[config.mk]
export PLATFORM = sky130hd
export DESIGN_NAME = spi_fl_rd_seq
export DESIGN_NICKNAME = d
export VERILOG_FILES = /design/src/rtl/spi_fl_pkg.sv /design/src/rtl/spi_fl_hs.sv /design/src/rtl/spi_fl_rd_seq.sv
export SDC_FILE = /design/constraint.sdc
export NUM_CORES = 1
export LEC_CHECK = 0
export BUFFER_PORTS_ARGS = -buffer_cell sky130_fd_sc_hd__clkbuf_2
export CORE_ASPECT_RATIO = 0.5
export CORE_MARGIN = 4
export CORE_UTILIZATION = 46
export CTS_BUF_LIST = sky130_fd_sc_hd__clkbuf_4 sky130_fd_sc_hd__clkbuf_8
export DETAILED_ROUTE_END_ITERATION = 7
export HOLD_SLACK_MARGIN = 0.06
export PLACE_DENSITY = 0.79
export SYNTH_ARGS = -nofsm -noshare
export SYNTH_HDL_FRONTEND = slang
export SYNTH_HIERARCHICAL = 1
export SYNTH_SLANG_ARGS = --single-unit
[constraint.sdc]
create_clock -name clk -period 2.54 [get_ports clk]
set_input_delay 0.381 -clock clk [delete_from_list [all_inputs] [get_ports clk]]
set_output_delay 0.381 -clock clk [all_outputs]
set_load 0.01 [all_outputs]
[src/rtl/spi_fl_pkg.sv]
// Shared constants for the SPI flash read sequencer: opcodes, field
// encodings, state codes and small helpers for address stepping and
// read-field selection.
package spi_fl_pkg;

  // Flash command opcodes
  localparam logic [7:0] CMD_FAST_READ = 8'h0B;
  localparam logic [7:0] CMD_QUAD_READ = 8'h6B;
  localparam logic [7:0] CMD_ENTER_4B  = 8'hB7;

  // spi_master_fl field encodings
  localparam logic [2:0] COMMTYPE_READ     = 3'b100;
  localparam logic [2:0] COMMTYPE_CMD_ONLY = 3'b000;
  localparam logic [9:0] FRAME_SINGLE      = 10'h000;
  localparam logic [9:0] FRAME_QUAD        = 10'h260;
  localparam logic [1:0] SPIMODE_STD       = 2'b00;
  localparam logic [6:0] NDATA_WORD        = 7'd32;

  // State codes, shared by the sequencer and the handshake engine
  localparam logic [2:0] ST_IDLE      = 3'd0;
  localparam logic [2:0] ST_ISSUE     = 3'd1;
  localparam logic [2:0] ST_WAIT_BUSY = 3'd2;
  localparam logic [2:0] ST_WAIT_DONE = 3'd3;
  localparam logic [2:0] ST_OUT       = 3'd4;
  localparam logic [2:0] ST_ENTER4B   = 3'd5;

  // Step to the next word; 3-byte mode wraps inside the low 24 bits
  function automatic logic [31:0] next_word_addr(input logic [31:0] addr,
                                                 input logic        four_byte);
    logic [23:0] low;
    low = addr[23:0] + 24'd4;
    return four_byte ? (addr + 32'd4) : {8'h00, low};
  endfunction

  function automatic logic [7:0] read_cmd(input logic quad);
    return quad ? CMD_QUAD_READ : CMD_FAST_READ;
  endfunction

  function automatic logic [9:0] read_frame(input logic quad);
    return quad ? FRAME_QUAD : FRAME_SINGLE;
  endfunction

endpackage

[src/rtl/spi_fl_hs.sv]
// Handshake engine for one spi_master_fl transaction:
// ISSUE (wait for tready, pulse validflag) -> WAIT_BUSY (tready must fall
// within BUSY_TO cycles) -> WAIT_DONE (tready rises with read data).
module spi_fl_hs
  import spi_fl_pkg::*;
#(
  parameter int BUSY_TO = 16
) (
  input  logic clk,
  input  logic rst,          // asynchronous, active-low
  input  logic start,        // one-cycle request to run a transaction
  input  logic m_tready,
  output logic m_validflag,
  output logic done,         // transaction finished; m_data_out valid now
  output logic timeout       // master never went busy
);

  localparam int CNT_W = $clog2(BUSY_TO + 1);

  logic [2:0]       state_reg;
  logic [CNT_W-1:0] cnt_reg;
  logic             validflag_reg;
  logic             busy_expired;

  assign busy_expired = (cnt_reg == CNT_W'(BUSY_TO - 1));
  assign m_validflag  = validflag_reg;
  assign done         = (state_reg == ST_WAIT_DONE) && m_tready;
  assign timeout      = (state_reg == ST_WAIT_BUSY) && m_tready && busy_expired;

  // Transaction phase sequencing and busy-timeout counting
  always_ff @(posedge clk or negedge rst) begin
    if (!rst) begin
      state_reg     <= ST_IDLE;
      cnt_reg       <= '0;
      validflag_reg <= 1'b0;
    end else begin
      validflag_reg <= 1'b0;
      case (state_reg)
        ST_IDLE: begin
          if (start) state_reg <= ST_ISSUE;
        end
        ST_ISSUE: begin
          if (m_tready) begin
            validflag_reg <= 1'b1;
            cnt_reg       <= '0;
            state_reg     <= ST_WAIT_BUSY;
          end
        end
        ST_WAIT_BUSY: begin
          if (!m_tready)        state_reg <= ST_WAIT_DONE;
          else if (busy_expired) state_reg <= ST_IDLE;
          else                  cnt_reg   <= cnt_reg + 1'b1;
        end
        ST_WAIT_DONE: begin
          if (m_tready) state_reg <= ST_IDLE;
        end
        default: state_reg <= ST_IDLE;
      endcase
    end
  end

endmodule

[src/rtl/spi_fl_rd_seq.sv]
// Burst flash read sequencer in front of spi_master_fl. Splits a burst
// request into one 32-bit read transaction per word and streams the words
// out on a valid/ready port. While state_reg is ST_ISSUE or ST_ENTER4B the
// spi_fl_hs engine walks ISSUE -> WAIT_BUSY -> WAIT_DONE.
// Optional feature macro: SPI_FL_RD_SEQ_ENTER4B_EN (issue 0xB7 before the
// first 4-byte-address burst that follows 3-byte traffic or reset).
module spi_fl_rd_seq
  import spi_fl_pkg::*;
#(
  parameter int NWORDS_W     = 8,
  parameter int DUMMY_SINGLE = 8,
  parameter int DUMMY_QUAD   = 8,
  parameter int BUSY_TO      = 16
) (
  input  logic                clk,
  input  logic                rst,
  input  logic                req_valid,
  output logic                req_ready,
  input  logic [31:0]         req_addr,
  input  logic [NWORDS_W-1:0] req_nwords,
  input  logic                req_quad,
  input  logic                req_4b,
  output logic [31:0]         rd_data,
  output logic                rd_valid,
  input  logic                rd_ready,
  output logic                rd_last,
  output logic                err,
  output logic [7:0]          m_command,
  output logic [31:0]         m_address,
  output logic [2:0]          m_commtype,
  output logic [9:0]          m_frame_struct,
  output logic [1:0]          m_spimode,
  output logic [6:0]          m_ndata_bits,
  output logic [3:0]          m_dummy_cycles,
  output logic [1:0]          m_xipbit_en,
  output logic                m_dtr_en,
  output logic                m_fourbyteaddr_on,
  output logic                m_validflag,
  input  logic                m_tready,
  input  logic [31:0]         m_data_out
);

  logic [2:0]          state_reg;
  logic [NWORDS_W-1:0] remaining_reg;
  logic [31:0]         addr_reg;
  logic [31:0]         rd_data_reg;
  logic                rd_valid_reg;
  logic                rd_last_reg;
  logic                err_reg;
  logic                hs_start_reg;
  logic                fourb_reg;
  logic [7:0]          cmd_reg;
  logic [2:0]          commtype_reg;
  logic [9:0]          frame_reg;
  logic [3:0]          dummy_reg;
  logic [6:0]          ndata_reg;
  logic                sel_quad;
  logic                hs_done;
  logic                hs_timeout;

`ifdef SPI_FL_RD_SEQ_ENTER4B_EN
  logic quad_reg;
  logic in_4b_mode_reg;   // flash already switched to 4-byte addressing
  // After ENTER4B the read fields come from the latched request
  assign sel_quad = (state_reg == ST_IDLE) ? req_quad : quad_reg;
`else
  assign sel_quad = req_quad;
`endif

  assign req_ready         = (state_reg == ST_IDLE);
  assign rd_data           = rd_data_reg;
  assign rd_valid          = rd_valid_reg;
  assign rd_last           = rd_last_reg;
  assign err               = err_reg;
  assign m_command         = cmd_reg;
  assign m_address         = addr_reg;
  assign m_commtype        = commtype_reg;
  assign m_frame_struct    = frame_reg;
  assign m_spimode         = SPIMODE_STD;
  assign m_ndata_bits      = ndata_reg;
  assign m_dummy_cycles    = dummy_reg;
  assign m_xipbit_en       = 2'b00;
  assign m_dtr_en          = 1'b0;
  assign m_fourbyteaddr_on = fourb_reg;

  spi_fl_hs #(
    .BUSY_TO (BUSY_TO)
  ) u_hs (
    .clk         (clk),
    .rst         (rst),
    .start       (hs_start_reg),
    .m_tready    (m_tready),
    .m_validflag (m_validflag),
    .done        (hs_done),
    .timeout     (hs_timeout)
  );

  // Burst control: request latch, field setup, word output and addressing
  always_ff @(posedge clk or negedge rst) begin
    if (!rst) begin
      state_reg     <= ST_IDLE;
      remaining_reg <= '0;
      addr_reg      <= '0;
      rd_data_reg   <= '0;
      rd_valid_reg  <= 1'b0;
      rd_last_reg   <= 1'b0;
      err_reg       <= 1'b0;
      hs_start_reg  <= 1'b0;
      fourb_reg     <= 1'b0;
      cmd_reg       <= '0;
      commtype_reg  <= '0;
      frame_reg     <= '0;
      dummy_reg     <= '0;
      ndata_reg     <= NDATA_WORD;
`ifdef SPI_FL_RD_SEQ_ENTER4B_EN
      quad_reg       <= 1'b0;
      in_4b_mode_reg <= 1'b0;
`endif
    end else begin
      hs_start_reg <= 1'b0;
      case (state_reg)
        ST_IDLE: begin
          if (req_valid) begin
            err_reg <= 1'b0;
`ifdef SPI_FL_RD_SEQ_ENTER4B_EN
            if (!req_4b) in_4b_mode_reg <= 1'b0;
`endif
            // A zero-length burst is accepted but does nothing
            if (req_nwords != '0) begin
              remaining_reg <= req_nwords;
              addr_reg      <= req_4b ? req_addr : {8'h00, req_addr[23:0]};
              fourb_reg     <= req_4b;
              hs_start_reg  <= 1'b1;
`ifdef SPI_FL_RD_SEQ_ENTER4B_EN
              quad_reg <= req_quad;
              if (req_4b && !in_4b_mode_reg) begin
                cmd_reg      <= CMD_ENTER_4B;
                commtype_reg <= COMMTYPE_CMD_ONLY;
                frame_reg    <= FRAME_SINGLE;
                dummy_reg    <= 4'd0;
                ndata_reg    <= 7'd0;
                state_reg    <= ST_ENTER4B;
              end else begin
                cmd_reg      <= read_cmd(sel_quad);
                commtype_reg <= COMMTYPE_READ;
                frame_reg    <= read_frame(sel_quad);
                dummy_reg    <= sel_quad ? 4'(DUMMY_QUAD) : 4'(DUMMY_SINGLE);
                ndata_reg    <= NDATA_WORD;
                state_reg    <= ST_ISSUE;
              end
`else
              cmd_reg      <= read_cmd(sel_quad);
              commtype_reg <= COMMTYPE_READ;
              frame_reg    <= read_frame(sel_quad);
              dummy_reg    <= sel_quad ? 4'(DUMMY_QUAD) : 4'(DUMMY_SINGLE);
              ndata_reg    <= NDATA_WORD;
              state_reg    <= ST_ISSUE;
`endif
            end
          end
        end
`ifdef SPI_FL_RD_SEQ_ENTER4B_EN
        ST_ENTER4B: begin
          if (hs_timeout) begin
            err_reg   <= 1'b1;
            state_reg <= ST_IDLE;
          end else if (hs_done) begin
            in_4b_mode_reg <= 1'b1;
            cmd_reg        <= read_cmd(sel_quad);
            commtype_reg   <= COMMTYPE_READ;
            frame_reg      <= read_frame(sel_quad);
            dummy_reg      <= sel_quad ? 4'(DUMMY_QUAD) : 4'(DUMMY_SINGLE);
            ndata_reg      <= NDATA_WORD;
            hs_start_reg   <= 1'b1;
            state_reg      <= ST_ISSUE;
          end
        end
`endif
        ST_ISSUE: begin
          if (hs_timeout) begin
            err_reg   <= 1'b1;
            state_reg <= ST_IDLE;
          end else if (hs_done) begin
            rd_data_reg  <= m_data_out;
            rd_valid_reg <= 1'b1;
            rd_last_reg  <= (remaining_reg == NWORDS_W'(1));
            state_reg    <= ST_OUT;
          end
        end
        ST_OUT: begin
          // Next transaction only starts once this word is taken
          if (rd_ready) begin
            rd_valid_reg  <= 1'b0;
            rd_last_reg   <= 1'b0;
            addr_reg      <= next_word_addr(addr_reg, fourb_reg);
            remaining_reg <= remaining_reg - 1'b1;
            if (remaining_reg == NWORDS_W'(1)) begin
              state_reg <= ST_IDLE;
            end else begin
              hs_start_reg <= 1'b1;
              state_reg    <= ST_ISSUE;
            end
          end
        end
        default: state_reg <= ST_IDLE;
      endcase
    end
  end

endmodule

==> impl_metrics.ini, run 1 <==
[sta]
setup_tns_ps = 0
final-setup-viol-count = 0
finalMaxSlewViolations = 0
layout_min_cycle_time_ps = 2400
rsz0062_at_grt = no
final_hold_viol_count = 0
maxSlewHeadroom = 0.547
fmax_mhz = 416
timing_worst_slew_pin_value_ps = 678
timing.clock.skew_ps = 7.10
min_period_over_period = 0.946

[detailed_routing]
route.detailed.vias_per_inst = 5.45
dr.first_iter.drc_count = 329
dr_total_vias = 4193
drt_pass1_iterations = 5
routed_wire_length_per_instance_um = 15.3
drt-total-wl_um = 11800
remaining_drc_errors = 0
postRouteAntennaNets = 0

[power]
power.combinational.fraction = 0.412
power_density_mw_per_mm2 = 1090
power_frac_seq = 0.432
largest_vdd_supply_drop_mv = 0.434
static-leakage-power_nw = 2.72
intPower_mw = 3.83
power.switching_mw = 2.56
report.power.total_mw = 6.38
sw_frac_of_total = 0.400
power_frac_clock = 0.157

[synth]
synth-seq-area-share = 0.461
compound_gate_portion_of_the_synthesized_area = 0.191
syn-cell-area_mm2 = 0.00484
synth_area_in_simple_gates = 0.154
async_set_reset_flop_share_out_of_synthesis = 1.00
syn_avg_cell_area_um2 = 10.1
synth_enable_flop_cells = 0
main_combinational_cell_family_by_area_after_synthesis = compound AO/OA/AOI/OAI gates
synth_top_cell_by_area = sky130_fd_sc_hd__dfrtp_1
synth_mux_area_frac = 0.0900
synthAdderAreaFrac = 0.0129
post-synth-top-area-fraction = 0.461
synth_area_leaders = sky130_fd_sc_hd__dfrtp_1 46%, sky130_fd_sc_hd__mux2_2 8.4%, sky130_fd_sc_hd__buf_4 5.7%, sky130_fd_sc_hd__o21ai_0 4.3%, sky130_fd_sc_hd__a21oi_1 3.6%
netlist-cell-type-count = 62
synth_top_flop_cell = sky130_fd_sc_hd__dfrtp_1
synthesis.instances = 480
synth_xor_area_frac = 0
synth-seq-cells = 89
synth_warnings = 6

[placed_design]
gp_congestion = 0.780
post_placement_cell_area_mm2 = 0.00566
dpl.hpwl_um = 8610
place.port_buffers = 158

[floorplan]
io-pin-count = 186
die_x_um = 153
die_area_mm2 = 0.0123
rows = 26
floorplan.die.height_um = 80.5
initial_core_util = 0.473
placeableCoreArea_mm2 = 0.0102

[final_layout]
postLayoutCoreUtil = 0.574
layout-drive-gt1-share = 0.385
area_delta_synth_final_pct = 21.3
post-route-cell-area_mm2 = 0.00587
num-nets-final = 708
num_antenna_cells = 0

[critical_path]
timing.setup.critical_path_class = reg -> reg
crit-reg2reg-launch = u_hs/cnt_reg[0]$_DFFE_PN0P_
reg2reg_depth = 7
regToRegEndpoint = rd_data[21]$_DFFE_PN0P_
cp.required_ps = 2780
worstSetupStartpointType = flop
rrSetupSlack_ps = 140
kind_of_capture_point_of_the_worst_setup_path = flop
critPathMaxFanout = 36
crit_arrival_ps = 2640

[run_status]
status = completed

[global_route]
track_usage = 0.190
grt_max_degree = 48
grt_first_pass_wirelength_um = 19500
grt_overflow = 0
grt_antenna_before_repair = 0
first_global_vias = 3997

[min_path]
hold_path.class = in -> reg
min_to = m_address[0]$_DFFE_PN0P_
hold_start = req_addr[0]
hold_depth = 2

[clocking]
post_cts_repair_setup_buffers = 0
tritoncts = done
cts_root_buf = sky130_fd_sc_hd__clkbuf_8
cts_buffer_depth = 2
clock_sink_total = 89
clk-insertion-delay-late_ps = 350
ctsHtreeMaxLevel = 3
clkSlewWorstSetupHoldPaths_ps = 90
numCtsBuffers = 9

[job]
maxCapViolations = 0
-- synth_stat cells (5+ instances only) --
master,instances
sky130_fd_sc_hd__and3_1,5
sky130_fd_sc_hd__dfrtp_1,89
sky130_fd_sc_hd__nand2_1,28
sky130_fd_sc_hd__nand3_1,16
sky130_fd_sc_hd__o21ai_0,42
sky130_fd_sc_hd__buf_2,10
sky130_fd_sc_hd__o2bb2ai_1,5
sky130_fd_sc_hd__inv_1,8
sky130_fd_sc_hd__nor4_1,6
sky130_fd_sc_hd__a21oi_1,35
sky130_fd_sc_hd__o21bai_1,5
sky130_fd_sc_hd__mux2_2,36
sky130_fd_sc_hd__a31oi_1,8
sky130_fd_sc_hd__clkbuf_1,12
sky130_fd_sc_hd__a22oi_1,6
sky130_fd_sc_hd__ha_1,5
sky130_fd_sc_hd__nor3b_1,6
sky130_fd_sc_hd__nand4_1,7
sky130_fd_sc_hd__nor2_1,27
sky130_fd_sc_hd__buf_4,37
sky130_fd_sc_hd__nor3_1,6
sky130_fd_sc_hd__o22ai_1,7
-- routing by layer --
metal | up-vias | GRT usage | part of all wire
li1 | 2004 | - | -
met2 | 145 | 0.338 | 0.50
met3 | 12 | 0.0463 | 0.060
met1 | 2032 | 0.240 | 0.43
met5 | - | 0 | 0
met4 | 0 | 0.0356 | 0.0076
-- stage by stage --
stage,setup slack (ps),hold WS [ps],instances
after floorplan,184,85.4,505
after global placement,249,433,752
after detailed placement,163,443,752
after CTS,127,238,769
after global routing,21.5,228,769
final,138,257,769
-- logic make-up (layout without fill, tap and decap cells) --
logic type,count (synthesis),count (layout)
fa+ha+maj,5,5
mux,39,39
other cells,2,27
flops,89,89
buf+inv,71,195
simple gates,130,130
compound gates,144,144
-- worst max-delay path by stage --
stage                                      from                       to  slack (ps)  depth (start not counted)
floorplan           u_hs/cnt_reg[0]$_DFFE_PN0P_  rd_data[25]$_DFFE_PN0P_         180                          8
global placement    u_hs/cnt_reg[0]$_DFFE_PN0P_  rd_data[24]$_DFFE_PN0P_         250                          7
detailed placement  u_hs/cnt_reg[0]$_DFFE_PN0P_  rd_data[24]$_DFFE_PN0P_         160                          7
CTS                 u_hs/cnt_reg[0]$_DFFE_PN0P_  rd_data[14]$_DFFE_PN0P_         130                          7
global route        u_hs/cnt_reg[0]$_DFFE_PN0P_  rd_data[21]$_DFFE_PN0P_          20                          7
finish              u_hs/cnt_reg[0]$_DFFE_PN0P_  rd_data[21]$_DFFE_PN0P_         140                          7
-- power groups by stage --
stage / registers, mW / clock network, mW / logic, mW
2_1_floorplan: 2.88 / 0 / 1.50
3_3_place_gp: 2.74 / 0 / 2.57
3_5_place_dp: 2.77 / 0 / 2.65
4_1_cts: 2.76 / 1.02 / 2.65
5_1_grt: 2.88 / 1.09 / 2.89
6_report: 2.76 / 0.999 / 2.63
-- critical path, stage by stage (launching register included) --
cell	delay (ps)
sky130_fd_sc_hd__dfrtp_1	420
sky130_fd_sc_hd__ha_1	240
sky130_fd_sc_hd__and3_1	150
sky130_fd_sc_hd__ha_1	230
sky130_fd_sc_hd__nor3b_1	220
sky130_fd_sc_hd__nor4bb_4	380
sky130_fd_sc_hd__buf_12	260
sky130_fd_sc_hd__mux2_2	360
-- cell usage in the layout (no fill, tap or decap), drive strengths merged, types with 3 or more instances in the layout --
master	count
a22o	3
conb	27
a22oi	6
nor4	9
mux2	36
o22a	3
clkbuf	170
nor3	6
a31oi	8
nand4	10
nand2	29
o21ai	42
o31ai	4
o211ai	4
nand2b	4
o22ai	7
buf	13
nor2	27
a32oi	3
dfrtp	89
o2bb2a	3
o2bb2ai	5
and2	5
ha	5
mux2i	3
nand3	17
and3	7
o21bai	5
nor3b	6
a21oi	35
inv	8
-- final cells by class --
class / instances / area, um2
Multi-Input combinational cell: 345 / 2300
Tap cell: 140 / 175
Inverter: 8 / 30.0
Clock inverter: 3 / 40.0
Clock buffer: 13 / 160
Sequential cell: 89 / 2230
Timing Repair Buffer: 171 / 931
Fill cell: 910 / 4350
-- timing repair --
| item | CTS | global route |
|---|---|---|
| gates resized for setup | 0 | 0 |
| hold buffers | 1 | 0 |
| hold endpoints to repair | 20 | 0 |
Note: power is estimated with default switching activity, not from simulation.
==> inputs of run 2 (changes only) <==
Settings changed: RECOVER_POWER from default to 25.
==> impl_metrics.ini, run 2 (synthesis gave the netlist of run 1 again) <==
[floorplan]
rows = 26
die_x_um = 153
floorplan.die.height_um = 80.5
die_area_mm2 = 0.0123
initial_core_util = 0.473
io-pin-count = 186
placeableCoreArea_mm2 = 0.0102

[sta]
min_period_over_period = 0.950
fmax_mhz = 415
maxSlewHeadroom = 0.161
finalMaxSlewViolations = 0
rsz0062_at_grt = no
final-setup-viol-count = 0
fin_ws_ps = 128
layout_min_cycle_time_ps = 2410
setup_tns_ps = 0
final_hold_viol_count = 0
timing.clock.skew_ps = 8.45
timing_worst_slew_pin_value_ps = 1260

[placed_design]
gp_congestion = 0.780
pre_cts_slack_ps = 163
dpl.hpwl_um = 8610
place.port_buffers = 158
post_placement_cell_area_mm2 = 0.00566
placed_cells = 752

[critical_path]
family_with_the_most_delay_on_the_worst_path = simple AND/OR/NAND/NOR gates
crit_chain = ha_1 -> and3_1 -> ha_1 -> nor3b_1 -> nor4bb_4 -> buf_12 -> mux2_2
kind_of_capture_point_of_the_worst_setup_path = flop
worst_path_most_repeated_cell = sky130_fd_sc_hd__ha_1
worstSetupStartpointType = flop
cp.required_ps = 2780
slowest_delay_ps = 430
timing.setup.critical_path_class = reg -> reg
critPathMaxFanout = 36
crit_arrival_ps = 2650
crit_buf_inv = 1
worst_path_max_delay_cell = sky130_fd_sc_hd__dfrtp_1

[final_layout]
post-route-cell-area_mm2 = 0.00584
num_antenna_cells = 0
num-nets-final = 708
top_library_cells_by_usage_in_the_layout_fill_and_taps_aside = 142 x sky130_fd_sc_hd__clkbuf_2, 89 x sky130_fd_sc_hd__dfrtp_1, 42 x sky130_fd_sc_hd__o21ai_0
area_delta_synth_final_pct = 20.9
layout-drive-gt1-share = 0.359
stdcell_count = 769
mostFrequentLayoutCell = sky130_fd_sc_hd__clkbuf_2

[global_route]
grt_antenna_before_repair = 0
grt_max_degree = 48
grt_first_pass_wirelength_um = 19500
first_global_vias = 3997
track_usage = 0.190
grt_overflow = 0

[clocking]
clk-insertion-delay-late_ps = 350
cts_root_buf = sky130_fd_sc_hd__clkbuf_8
cts_hold_buf = 1
clock_sink_total = 89
tritoncts = done
clkSlewWorstSetupHoldPaths_ps = 90
post_cts_repair_setup_buffers = 0
numCtsBuffers = 9
cts_buffer_depth = 2
resized_after_cts = 0
ctsHtreeMaxLevel = 3

[power]
power_density_mw_per_mm2 = 1090
largest_vdd_supply_drop_mv = 0.432
report.power.total_mw = 6.35
static-leakage-power_nw = 2.67

[detailed_routing]
postRouteAntennaNets = 0
dr_total_vias = 4153
dr.first_iter.drc_count = 327
remaining_drc_errors = 0
drt_pass1_iterations = 5
drt-total-wl_um = 11800
routed_wire_length_per_instance_um = 15.4
route.detailed.vias_per_inst = 5.40

[job]
maxCapViolations = 0

[run_status]
status = completed

[min_path]
hold_path.class = in -> reg
[run 2: changes by cell type in the layout (fill, tap and decap cells not counted)]
| cell | delta |
|---|---|
| sky130_fd_sc_hd__clkbuf_2 | -15 |
| sky130_fd_sc_hd__buf_4 | -1 |
| sky130_fd_sc_hd__clkbuf_1 | +16 |
[run 2: routing by layer]
metal | up-vias | track usage | routed length, um
li1 | 2003 | - | -
met4 | 0 | 0.0356 | 101
met3 | 10 | 0.0463 | 701
met5 | - | 0 | 0
met1 | 2001 | 0.240 | 5060
met2 | 139 | 0.338 | 5960
[run 2: area by class of cell]
| cell class | count | area [um2] |
|---|---|---|
| Clock buffer | 13 | 160 |
| Multi-Input combinational cell | 345 | 2300 |
| Clock inverter | 3 | 40.0 |
| Inverter | 8 | 30.0 |
| Tap cell | 140 | 175 |
| Timing Repair Buffer | 171 | 908 |
| Fill cell | 919 | 4370 |
| Sequential cell | 89 | 2230 |
[run 2: worst paths after layout]
path / slack (ps) / end / depth (start not counted) / startpoint
min reg2reg: 470 / u_hs/state_reg[0]$_DFFE_PN0P_ / 2 / hs_start_reg$_DFF_PN0_
max reg2reg: 130 / rd_data[21]$_DFFE_PN0P_ / 7 / u_hs/cnt_reg[0]$_DFFE_PN0P_
max in group asynchronous: 850 / rd_data[15]$_DFFE_PN0P_ / 3 / rst
min in group asynchronous: 830 / m_address[22]$_DFFE_PN0P_ / 2 / rst
min: 260 / m_address[0]$_DFFE_PN0P_ / 2 / req_addr[0]
max: 130 / rd_data[21]$_DFFE_PN0P_ / 7 / u_hs/cnt_reg[0]$_DFFE_PN0P_
[run 2: per-stage QoR]
stage	util	hold WS, ps
6_report	0.572	257
3_3_place_gp	0.554	433
2_1_floorplan	-	85.4
5_1_grt	0.572	228
4_1_cts	0.574	238
3_5_place_dp	0.554	443
[run 2: power by group]
| group | total, mW | internal (mW) | leakage, nW | switching [mW] |
|---|---|---|---|---|
| logic | 2.60 | 1.21 | 1.49 | 1.39 |
| clock network | 0.999 | 0.513 | 0.108 | 0.486 |
| registers | 2.76 | 2.08 | 1.07 | 0.680 |
==> inputs of run 3 (changes only) <==
--- a/config.mk
+++ b/config.mk
@@ -9,3 +9,3 @@
 export CORE_ASPECT_RATIO = 0.5
-export CORE_MARGIN = 4
+export CORE_MARGIN = 1.5
 export CORE_UTILIZATION = 46
--- a/constraint.sdc
+++ b/constraint.sdc
@@ -3,2 +3,2 @@
 set_output_delay 0.381 -clock clk [all_outputs]
-set_load 0.01 [all_outputs]
+set_load 0.05 [all_outputs]
==> impl_metrics.ini, run 3 (synthesis gave the netlist of run 1 again) <==
[global_route]
grt_max_degree = 65
grt_first_pass_wirelength_um = 18400
grt_antenna_before_repair = 0
grt_overflow = 0
track_usage = 0.207
first_global_vias = 3767

[detailed_routing]
route.detailed.vias_per_inst = 5.41
dr_total_vias = 4169
top_routing_layer_in_use = met4
drt_pass1_iterations = 4
drt-total-wl_um = 11400
wl_met1_um = 5050
routed_wire_length_per_instance_um = 14.8
postRouteAntennaNets = 0
route.met2.wl_um = 5420
remaining_drc_errors = 0
dr.first_iter.drc_count = 231
route.met3.wl_um = 682

[power]
largest_vdd_supply_drop_mv = 0.750
report.power.total_mw = 8.27
intPower_mw = 3.82
sw_frac_of_total = 0.538
power_frac_clock = 0.126
power_frac_seq = 0.336
power.combinational.fraction = 0.537
static-leakage-power_nw = 2.70
power.switching_mw = 4.45
power_density_mw_per_mm2 = 1410

[floorplan]
die_x_um = 148
rows = 26
initial_core_util = 0.473
die_area_mm2 = 0.0112
io-pin-count = 186
floorplan.die.height_um = 75.5
placeableCoreArea_mm2 = 0.0102

[final_layout]
top_library_cells_by_usage_in_the_layout_fill_and_taps_aside = 157 x sky130_fd_sc_hd__clkbuf_2, 89 x sky130_fd_sc_hd__dfrtp_1, 42 x sky130_fd_sc_hd__o21ai_0
mostFrequentLayoutCell = sky130_fd_sc_hd__clkbuf_2
postLayoutCoreUtil = 0.574
final-seq-area_mm2 = 0.00223
num_antenna_cells = 0
area_delta_synth_final_pct = 21.2
num-nets-final = 709
nFillCells = 889
layout-drive-gt1-share = 0.384
area_of_combinational_cells_with_multiple_inputs_mm2 = 0.00230

[sta]
final-setup-viol-count = 0
layout_min_cycle_time_ps = 2380
finalMaxSlewViolations = 0
setup_tns_ps = 0
timing_worst_slew_pin_value_ps = 1320
worst_hold_slack_ps = 244
min_period_over_period = 0.938
fin_ws_ps = 158
final_hold_viol_count = 0
rsz0062_at_grt = no
fmax_mhz = 420
timing.clock.skew_ps = 7.00
maxSlewHeadroom = 0.118

[clocking]
clkSlewWorstSetupHoldPaths_ps = 90
clk-insertion-delay-late_ps = 360
resized_after_cts = 0
post_cts_repair_setup_buffers = 0
clock_sink_total = 89
cts_buffer_depth = 2
numCtsBuffers = 9
cts_hold_buf = 1
ctsHtreeMaxLevel = 3
cts_root_buf = sky130_fd_sc_hd__clkbuf_8
tritoncts = done

[critical_path]
worstSetupStartpointType = flop
rrSetupSlack_ps = 160
crit_arrival_ps = 2630
kind_of_capture_point_of_the_worst_setup_path = flop
cp.required_ps = 2790
critPathMaxFanout = 36
timing.setup.critical_path_class = reg -> reg

[min_path]
hold_path.class = in -> reg

[job]
maxCapViolations = 0

[placed_design]
gp_congestion = 0.831
pre_cts_slack_ps = 175
dpl.hpwl_um = 8220
place.port_buffers = 158

[run_status]
status = completed
## run 3: power groups by stage
| stage | Clock (mW) | Combinational, mW | Sequential (mW) |
|---|---|---|---|
| floorplan | 0 | 1.70 | 4.51 |
| global placement | 0 | 4.38 | 2.76 |
| finish | 1.04 | 4.45 | 2.78 |
| global route | 1.13 | 4.73 | 2.90 |
| CTS | 1.07 | 4.48 | 2.78 |
| detailed placement | 0 | 4.48 | 2.79 |
## run 3: area by class of cell
cell class              count  share of cell area
clock buffers              11              0.0258
well taps                 140              0.0299
multi-input cells         345               0.393
clock inverters             5              0.0107
inverters                   8             0.00512
flip-flops and latches     89               0.380
repair buffers            172               0.156
## run 3: worst paths after layout
check / start / endpoint / cells past startpoint
setup / recovery: u_hs/cnt_reg[0]$_DFFE_PN0P_ / rd_data[13]$_DFFE_PN0P_ / 7
hold / removal: m_data_out[19] / rd_data[19]$_DFFE_PN0P_ / 2
setup reg to reg: u_hs/cnt_reg[0]$_DFFE_PN0P_ / rd_data[13]$_DFFE_PN0P_ / 7
hold reg to reg: rd_valid$_DFFE_PN0P_ / rd_valid$_DFFE_PN0P_ / 1
max in group asynchronous: rst / u_hs/m_validflag$_DFF_PN0_ / 3
min in group asynchronous: rst / rd_data[21]$_DFFE_PN0P_ / 2
## run 3: critical path: stages (launching register included)
cell and delay [ps]:
sky130_fd_sc_hd__dfrtp_1 430, sky130_fd_sc_hd__ha_1 240, sky130_fd_sc_hd__and3_1 150, sky130_fd_sc_hd__ha_1 240
sky130_fd_sc_hd__nor3b_1 210, sky130_fd_sc_hd__nor4bb_4 360, sky130_fd_sc_hd__buf_12 250, sky130_fd_sc_hd__mux2_2 360
## run 3: per-stage QoR
step / cell area [um2] / cells
2_1_floorplan: 4930 / 505
3_3_place_gp: 5650 / 753
3_5_place_dp: 5650 / 753
4_1_cts: 5880 / 770
5_1_grt: 5860 / 770
6_report: 5860 / 770
## run 3: metal layers
metal / vias to the layer above / global-route usage
met4: 0 / 0.0770
li1: 2004 / -
met1: 1981 / 0.280
met5: - / 0
met2: 160 / 0.340
met3: 24 / 0.0395
